[src/rtl/secded_mem_if.sv]
// Byte-wide data memory bus between the SECDED engine (master) and memory (slave).
// Read data is valid the cycle after mem_rd_en; writes commit on the mem_wr_en edge.
interface secded_mem_if #(
  parameter int ADDR_W = 8
);
  logic [ADDR_W-1:0] mem_addr;
  logic              mem_rd_en;
  logic [7:0]        mem_rdata;
  logic              mem_wr_en;
  logic [7:0]        mem_wdata;

  modport master (
    output mem_addr,
    output mem_rd_en,
    input  mem_rdata,
    output mem_wr_en,
    output mem_wdata
  );

  modport slave (
    input  mem_addr,
    input  mem_rd_en,
    output mem_rdata,
    input  mem_wr_en,
    input  mem_wdata
  );
endinterface

[src/rtl/secded_mem_engine.sv]
// Hamming(16,11) SECDED engine: walks NUM_MSG little-endian records in memory,
// encoding (mode 0) or decoding/correcting (mode 1) each one into the destination region.
module secded_mem_engine #(
  parameter int NUM_MSG  = 15,
  parameter int ADDR_W   = 8,
  parameter int SRC_BASE = 0,
  parameter int DST_BASE = 30
) (
  input  logic                clk,
  input  logic                rst,
  input  logic                start,
  input  logic                mode,
  output logic                done,
  secded_mem_if.master        mem,
  output logic [6:0]          err1_cnt,
  output logic [6:0]          err2_cnt
);

  typedef enum logic [2:0] {
    S_IDLE  = 3'd0,
    S_RD_LO = 3'd1,
    S_RD_HI = 3'd2,
    S_CAP   = 3'd3,
    S_CALC  = 3'd4,
    S_WR_LO = 3'd5,
    S_WR_HI = 3'd6,
    S_FIN   = 3'd7
  } state_t;

  localparam logic [ADDR_W-1:0] SRC_A  = ADDR_W'(SRC_BASE);
  localparam logic [ADDR_W-1:0] DST_A  = ADDR_W'(DST_BASE);
  localparam logic [ADDR_W-1:0] ONE_A  = ADDR_W'(1'b1);
  localparam logic [6:0]        LAST_I = 7'(NUM_MSG - 1);

  // Codeword layout {d11..d5, p8, d4..d2, p4, d1, p2, p1, p0}; bit k is Hamming position k.
  function automatic logic [15:0] secded_encode(input logic [11:1] d);
    logic p8, p4, p2, p1, p0;
    p8 = ^d[11:5];
    p4 = (^d[11:8]) ^ (^d[4:2]);
    p2 = d[11] ^ d[10] ^ d[7] ^ d[6] ^ d[4] ^ d[3] ^ d[1];
    p1 = d[11] ^ d[9] ^ d[7] ^ d[5] ^ d[4] ^ d[2] ^ d[1];
    p0 = (^d) ^ p8 ^ p4 ^ p2 ^ p1;
    return {d[11:5], p8, d[4:2], p4, d[1], p2, p1, p0};
  endfunction

  // Returns {hi, lo} with hi = {status, 3'b000, d11..d9}; a double error passes data through.
  function automatic logic [15:0] secded_decode(input logic [15:0] cw);
    logic [3:0]  syn;
    logic        par;
    logic [15:0] fix;
    logic [1:0]  status;
    syn = 4'd0;
    for (int k = 1; k < 16; k++) begin
      if (cw[k]) begin
        syn = syn ^ 4'(k);
      end else begin
        syn = syn;
      end
    end
    par = ^cw;
    fix = cw;
    if (par) begin
      fix[syn] = ~cw[syn];
      status   = 2'b01;
    end else if (syn != 4'd0) begin
      status   = 2'b10;
    end else begin
      status   = 2'b00;
    end
    return {status, 3'b000, fix[15:13], fix[12:9], fix[7:5], fix[3]};
  endfunction

  function automatic logic [6:0] sat_inc(input logic [6:0] c);
    return (c == 7'd127) ? c : c + 7'd1;
  endfunction

  state_t            state_r, state_s;
  logic [6:0]        idx_r, idx_s;
  logic              mode_r, mode_s;
  logic              done_r, done_s;
  logic [7:0]        lo_r, lo_s;
  logic [7:0]        hi_r, hi_s;
  logic [7:0]        res_hi_r, res_hi_s;
  logic [6:0]        err1_r, err1_s;
  logic [6:0]        err2_r, err2_s;
  logic [ADDR_W-1:0] addr_r, addr_s;
  logic              rd_en_r, rd_en_s;
  logic              wr_en_r, wr_en_s;
  logic [7:0]        wdata_r, wdata_s;
  logic [15:0]       code_s;
  logic [ADDR_W-1:0] off_s;

  // Result of the current record in the latched direction.
  always_comb begin
    code_s = 16'h0000;
    if (mode_r) begin
      code_s = secded_decode({hi_r, lo_r});
    end else begin
      code_s = secded_encode({hi_r[2:0], lo_r});
    end
  end

  // Next-state logic plus next values for every registered output.
  always_comb begin
    state_s  = state_r;
    idx_s    = idx_r;
    mode_s   = mode_r;
    done_s   = done_r;
    lo_s     = lo_r;
    hi_s     = hi_r;
    res_hi_s = res_hi_r;
    err1_s   = err1_r;
    err2_s   = err2_r;
    addr_s   = addr_r;
    rd_en_s  = 1'b0;
    wr_en_s  = 1'b0;
    wdata_s  = wdata_r;

    case (state_r)
      S_IDLE: begin
        if (start) begin
          state_s = S_RD_LO;
          idx_s   = 7'd0;
          mode_s  = mode;
          done_s  = 1'b0;
          err1_s  = 7'd0;
          err2_s  = 7'd0;
        end else begin
          state_s = S_IDLE;
        end
      end
      S_RD_LO: state_s = S_RD_HI;
      S_RD_HI: begin
        lo_s    = mem.mem_rdata;
        state_s = S_CAP;
      end
      S_CAP: begin
        hi_s    = mem.mem_rdata;
        state_s = S_CALC;
      end
      S_CALC: begin
        res_hi_s = code_s[15:8];
        state_s  = S_WR_LO;
        if (mode_r && (code_s[15:14] == 2'b01)) begin
          err1_s = sat_inc(err1_r);
        end else if (mode_r && (code_s[15:14] == 2'b10)) begin
          err2_s = sat_inc(err2_r);
        end else begin
          err1_s = err1_r;
        end
      end
      S_WR_LO: state_s = S_WR_HI;
      S_WR_HI: begin
        if (idx_r == LAST_I) begin
          state_s = S_FIN;
        end else begin
          state_s = S_RD_LO;
          idx_s   = idx_r + 7'd1;
        end
      end
      S_FIN: begin
        state_s = S_IDLE;
        done_s  = 1'b1;
      end
      default: state_s = S_IDLE;
    endcase

    // Strobes and address are decoded from the state being entered so they are registered.
    off_s = ADDR_W'({idx_s, 1'b0});
    case (state_s)
      S_RD_LO: begin
        rd_en_s = 1'b1;
        addr_s  = SRC_A + off_s;
      end
      S_RD_HI: begin
        rd_en_s = 1'b1;
        addr_s  = SRC_A + off_s + ONE_A;
      end
      S_WR_LO: begin
        wr_en_s = 1'b1;
        addr_s  = DST_A + off_s;
        wdata_s = code_s[7:0];
      end
      S_WR_HI: begin
        wr_en_s = 1'b1;
        addr_s  = DST_A + off_s + ONE_A;
        wdata_s = res_hi_r;
      end
      default: begin
        rd_en_s = 1'b0;
        wr_en_s = 1'b0;
      end
    endcase
  end

  // State and output registers; reset aborts any run in progress.
  always_ff @(posedge clk or posedge rst) begin
    if (rst) begin
      state_r  <= S_IDLE;
      idx_r    <= 7'd0;
      mode_r   <= 1'b0;
      done_r   <= 1'b0;
      lo_r     <= 8'h00;
      hi_r     <= 8'h00;
      res_hi_r <= 8'h00;
      err1_r   <= 7'd0;
      err2_r   <= 7'd0;
      addr_r   <= '0;
      rd_en_r  <= 1'b0;
      wr_en_r  <= 1'b0;
      wdata_r  <= 8'h00;
    end else begin
      state_r  <= state_s;
      idx_r    <= idx_s;
      mode_r   <= mode_s;
      done_r   <= done_s;
      lo_r     <= lo_s;
      hi_r     <= hi_s;
      res_hi_r <= res_hi_s;
      err1_r   <= err1_s;
      err2_r   <= err2_s;
      addr_r   <= addr_s;
      rd_en_r  <= rd_en_s;
      wr_en_r  <= wr_en_s;
      wdata_r  <= wdata_s;
    end
  end

  assign done          = done_r;
  assign err1_cnt      = err1_r;
  assign err2_cnt      = err2_r;
  assign mem.mem_addr  = addr_r;
  assign mem.mem_rd_en = rd_en_r;
  assign mem.mem_wr_en = wr_en_r;
  assign mem.mem_wdata = wdata_r;

endmodule

[src/flat_wrapper.sv]
// flat-port wrapper written by rule: the top's interface ports become plain ports
module secded_mem_engine_flat 
#(
  parameter int NUM_MSG  = 15,
  parameter int ADDR_W   = 8,
  parameter int SRC_BASE = 0,
  parameter int DST_BASE = 30
)
  (clk, rst, start, mode, done, err1_cnt, err2_cnt, mem_mem_addr, mem_mem_rd_en, mem_mem_rdata, mem_mem_wr_en, mem_mem_wdata);
  secded_mem_if #(.ADDR_W(ADDR_W)) mem_i ();
  input  logic clk;
  input  logic rst;
  input  logic start;
  input  logic mode;
  output logic done;
  output logic [6:0] err1_cnt;
  output logic [6:0] err2_cnt;
  output wire logic [$bits(mem_i.mem_addr)-1:0] mem_mem_addr;
  output wire logic [$bits(mem_i.mem_rd_en)-1:0] mem_mem_rd_en;
  input wire logic [$bits(mem_i.mem_rdata)-1:0] mem_mem_rdata;
  output wire logic [$bits(mem_i.mem_wr_en)-1:0] mem_mem_wr_en;
  output wire logic [$bits(mem_i.mem_wdata)-1:0] mem_mem_wdata;
  assign mem_mem_addr = mem_i.mem_addr;
  assign mem_mem_rd_en = mem_i.mem_rd_en;
  assign mem_i.mem_rdata = mem_mem_rdata;
  assign mem_mem_wr_en = mem_i.mem_wr_en;
  assign mem_mem_wdata = mem_i.mem_wdata;
  secded_mem_engine #(.NUM_MSG(NUM_MSG), .ADDR_W(ADDR_W), .SRC_BASE(SRC_BASE), .DST_BASE(DST_BASE)) u_core (.clk(clk), .rst(rst), .start(start), .mode(mode), .done(done), .mem(mem_i), .err1_cnt(err1_cnt), .err2_cnt(err2_cnt));
endmodule
[config.mk]
export PLATFORM = sky130hd
export DESIGN_NAME = secded_mem_engine_flat
export DESIGN_NICKNAME = d
export VERILOG_FILES = /design/src/rtl/secded_mem_if.sv /design/src/rtl/secded_mem_engine.sv /design/src/flat_wrapper.sv
export SDC_FILE = /design/constraint.sdc
export NUM_CORES = 1
export LEC_CHECK = 0
export ABC_CLOCK_PERIOD_IN_PS = 6400
export CAP_MARGIN = 15
export CELL_PAD_IN_SITES_DETAIL_PLACEMENT = 1
export CELL_PAD_IN_SITES_GLOBAL_PLACEMENT = 1
export CORE_ASPECT_RATIO = 2
export CORE_MARGIN = 1
export CORE_UTILIZATION = 50
export CTS_BUF_LIST = sky130_fd_sc_hd__clkbuf_8
export CTS_CLUSTER_SIZE = 25
export DETAILED_ROUTE_END_ITERATION = 10
export DONT_BUFFER_PORTS = 1
export GPL_TIMING_DRIVEN = 0
export HOLD_SLACK_MARGIN = 0.02
export PLACE_DENSITY = 0.92
export SKIP_CTS_REPAIR_TIMING = 1
export SYNTH_ARGS = -nofsm -noshare
export SYNTH_HDL_FRONTEND = slang
export SYNTH_SLANG_ARGS = --single-unit
[constraint.sdc]
create_clock -name clk -period 6.4 [get_ports clk]
set_input_delay 1.28 -clock clk [delete_from_list [all_inputs] [get_ports clk]]
set_output_delay 1.28 -clock clk [all_outputs]
set_load 0.02 [all_outputs]
==> impl_summary.md <==
Run status
The flow ran to the end, and the final reports show no timing, DRC or antenna violations.

Floorplanning
The area enclosed by the die boundary is roughly 9500 um2. The chip width is ~70 um. The row count is between 40 and 50. The total core area is 8710 um2. Pin placement for this block handled 45 I/O pins.

The floorplan step set the die height to 137 um. The initial utilization of the core area, before any placement, comes to 0.522.

STA
The accumulated negative setup slack is 0 ns. The count of endpoints failing setup in the final report is 0. The number of endpoints with negative hold slack in the final report was 0.

The final cycle utilization of the critical path is 0.484. The maximum clock rate is ~0.32 GHz. Setup repair after global routing left no endpoint under its margin. The setup clock skew after layout is about 0.01 ns. The final critical-path setup slack is ~3.3 ns. The max-slew violation count is 0. The actual transition at the worst max-transition pin is 1.03 ns. The relative slew slack is 0.310. The post-route minimum period is 3.10 ns.

Hold path
The number of stages on the worst hold path is 2. The tightest min-delay check is of the reg2reg type.

Cells and area
The post-synthesis to final-layout area growth is 7.57%. The number of diodes added for antenna fixing is 0. The layout cell share with drive strength beyond 1 is 0.141. In the final design database the tool counted just under 500 nets. The final non-filler cell total is ~580. The post-route cell area is ~5000 um2.

Yosys
Counting flops and latches in the post-synthesis netlist gives 68. The most common cell in the netlist is sky130_fd_sc_hd__dfrtp_1. In the post-synthesis netlist, the biggest area contributors are sky130_fd_sc_hd__dfrtp_1 37%, sky130_fd_sc_hd__xnor2_1 5.2%, sky130_fd_sc_hd__mux2_2 4.2%. The number of nets produced by synthesis is roughly 480. For this run, the register share of the synthesized area comes to 0.374. The area share of the largest cell type after synthesis is 0.374. The total standard cell area after synthesis is between 4000 and 5000 um2.

The library cell occupying the most area in the post-synthesis netlist is sky130_fd_sc_hd__dfrtp_1. By count the netlist is led by 68 x sky130_fd_sc_hd__dfrtp_1, 50 x sky130_fd_sc_hd__nand2_1, 27 x sky130_fd_sc_hd__xnor2_1, 23 x sky130_fd_sc_hd__a21oi_1, 22 x sky130_fd_sc_hd__nor2_1. Counting flops with a built-in enable in the synthesized netlist gives 0. A synthesized cell averages roughly 9.8 um2.

During synthesis, Yosys emitted a total of 0 warnings. The fraction of registers with async set/reset is 1.00. Among all flip-flop cells after synthesis, the most frequent one is sky130_fd_sc_hd__dfrtp_1.

Yosys mapped the design onto 70 distinct sky130hd cell types. The number of instances in the synthesized netlist is ~460.

Clocking
The root cell of the clock tree is sky130_fd_sc_hd__clkbuf_8. In this run the deepest clock path goes through 2 buffers. For this design, the sink count on the clock tree is slightly below 70. The clock slew seen by the registers of the worst setup and hold paths is ~0.080 ns.

TritonCTS built the clock tree. The clock insertion delay at the later pin of the skew report is ~0.37 ns. The H-tree was split into 3 levels. The CTS buffer count is 9.

Global routing
The initial antenna violation count was 0. The largest net degree at the start of global routing is 44. For this run the aggregate overflow at the end of global routing stands at 0.

The global-route wire length before repair is 21,800 um. The via count of the first global-routing pass came to between 4k and 5k. For this run, the total global-route usage over all layers was measured as 0.302.

Critical path
In this run the worst path has a maximum fanout of 6. Data on the critical path arrives at its endpoint at roughly 3.3 ns. The endpoint required time on the critical path is 6.64 ns. The startpoint type of the worst setup path is a primary input. The critical path capture point type is a register. The type of the worst setup path is in2reg.

The path depth of the worst reg2reg path is 8.

Place
The estimated wirelength of the detail-placed design is around 10,000 um. The pre-CTS setup slack is 2.97 ns. The global placer's final weighted congestion is between 0.9 and 1. In this run the cell area measured after placement is approximately 4700 um2. The number of placed instances, taps included, is around 570. In this run the tool buffered the top-level ports with 0 buffer cells.

Route
The total via count in the routed design is just under 4k. The detail route stage leaves a number of antenna-violating nets equal to 0. After detailed routing, the number of remaining DRC violations is 0. Dividing the detail-routed wire length by the instance count gives 22.9 um. The number of iterations in the first detailed-routing pass is 5. The total routed wirelength is between 10,000 and 15,000 um.

The mean number of vias per cell is around 6.6. The count of routing violations after the opening detailed-route iteration is 188.

Flow run
Across the run, the number of max-cap violations was 0.
## layer usage
layer  track usage  part of all wire  vias to the layer above  wire (um)
li1              -                 -                     1734          -
met1         0.302              0.34                     1931       4560
met2         0.553              0.55                      118       7290
met3        0.0589             0.036                       72        484
met4         0.210             0.074                        0        989
met5             0                 0                        -          0
## cell type report
cell class,instances,area [um2]
Timing Repair Buffer,1,20.0
Multi-Input combinational cell,358,2680
Inverter,14,52.6
Clock buffer,9,124
Clock inverter,7,75.1
Sequential cell,68,1700
Tap cell,100,125
Buffer,24,113
Fill cell,976,3820
## final timing paths
check	from	end	slack, ns
worst min-delay path	u_core.res_hi_r[3]	u_core.res_hi_r[3]	0.48
worst min register to register	u_core.res_hi_r[3]	u_core.res_hi_r[3]	0.48
min in group asynchronous	rst	u_core.mem.mem_rd_en	0.84
worst max-delay path	start	u_core.mem.mem_addr[7]	3.30
worst max register to register	u_core.idx_r[0]	u_core.mem.mem_addr[6]	3.40
max in group asynchronous	rst	u_core.err2_cnt[1]	4.91
## sequential cells by signal, indices dropped and copies added (netlist names)
name                  count
u_core.hi_r               8
u_core.lo_r               8
u_core.mem.mem_addr       8
u_core.mem.mem_wdata      8
u_core.res_hi_r           8
u_core.err1_cnt           7
u_core.err2_cnt           7
u_core.idx_r              7
u_core.state_r            3
u_core.done               1
u_core.mem.mem_rd_en      1
u_core.mem.mem_wr_en      1
u_core.mode_r             1
## cell families after synthesis
family          count (synthesis)  synth area share
fa+ha+maj                       5            0.0138
mux                            31            0.0729
xor+xnor                       53             0.138
buf+inv                        38            0.0363
flops                          68             0.374
simple gates                  159             0.197
compound gates                110             0.168
## layout by cell type (no fill, tap or decap), drive strengths merged, types with 10 or more instances in the layout
master | Yosys | final
mux2i | 14 | 14
nand3 | 10 | 10
o22ai | 10 | 10
o31ai | 12 | 12
a21oi | 23 | 23
clkbuf | 15 | 24
nand2 | 50 | 50
o21ai | 15 | 15
buf | 9 | 10
o211ai | 13 | 13
nor4 | 10 | 10
nor2 | 22 | 22
dfrtp | 68 | 68
xnor2 | 31 | 31
xor2 | 17 | 17
inv | 14 | 15
mux2 | 17 | 17
## critical path: stages
cell and delay (ns):
sky130_fd_sc_hd__or4b_2 0.57, sky130_fd_sc_hd__clkbuf_1 0.22, sky130_fd_sc_hd__nand3_1 0.15, sky130_fd_sc_hd__o211ai_1 0.25
sky130_fd_sc_hd__inv_1 0.14, sky130_fd_sc_hd__ha_1 0.15, sky130_fd_sc_hd__inv_1 0.07, sky130_fd_sc_hd__o31ai_1 0.29
sky130_fd_sc_hd__or4_1 0.15, sky130_fd_sc_hd__o211ai_1 0.08
## metrics by stage
| stage | hold WS, ns | utilization |
|---|---|---|
| 6_report | 0.478 | 0.562 |
| 5_1_grt | 0.514 | 0.562 |
| 2_1_floorplan | 0.432 | - |
| 3_5_place_dp | 0.466 | 0.539 |
| 4_1_cts | 0.484 | 0.562 |
| 3_3_place_gp | 0.444 | 0.537 |
Power is left out: the tool's default activity adds up to more than one toggle a clock period on the data nets, which glitch-free logic cannot reach.
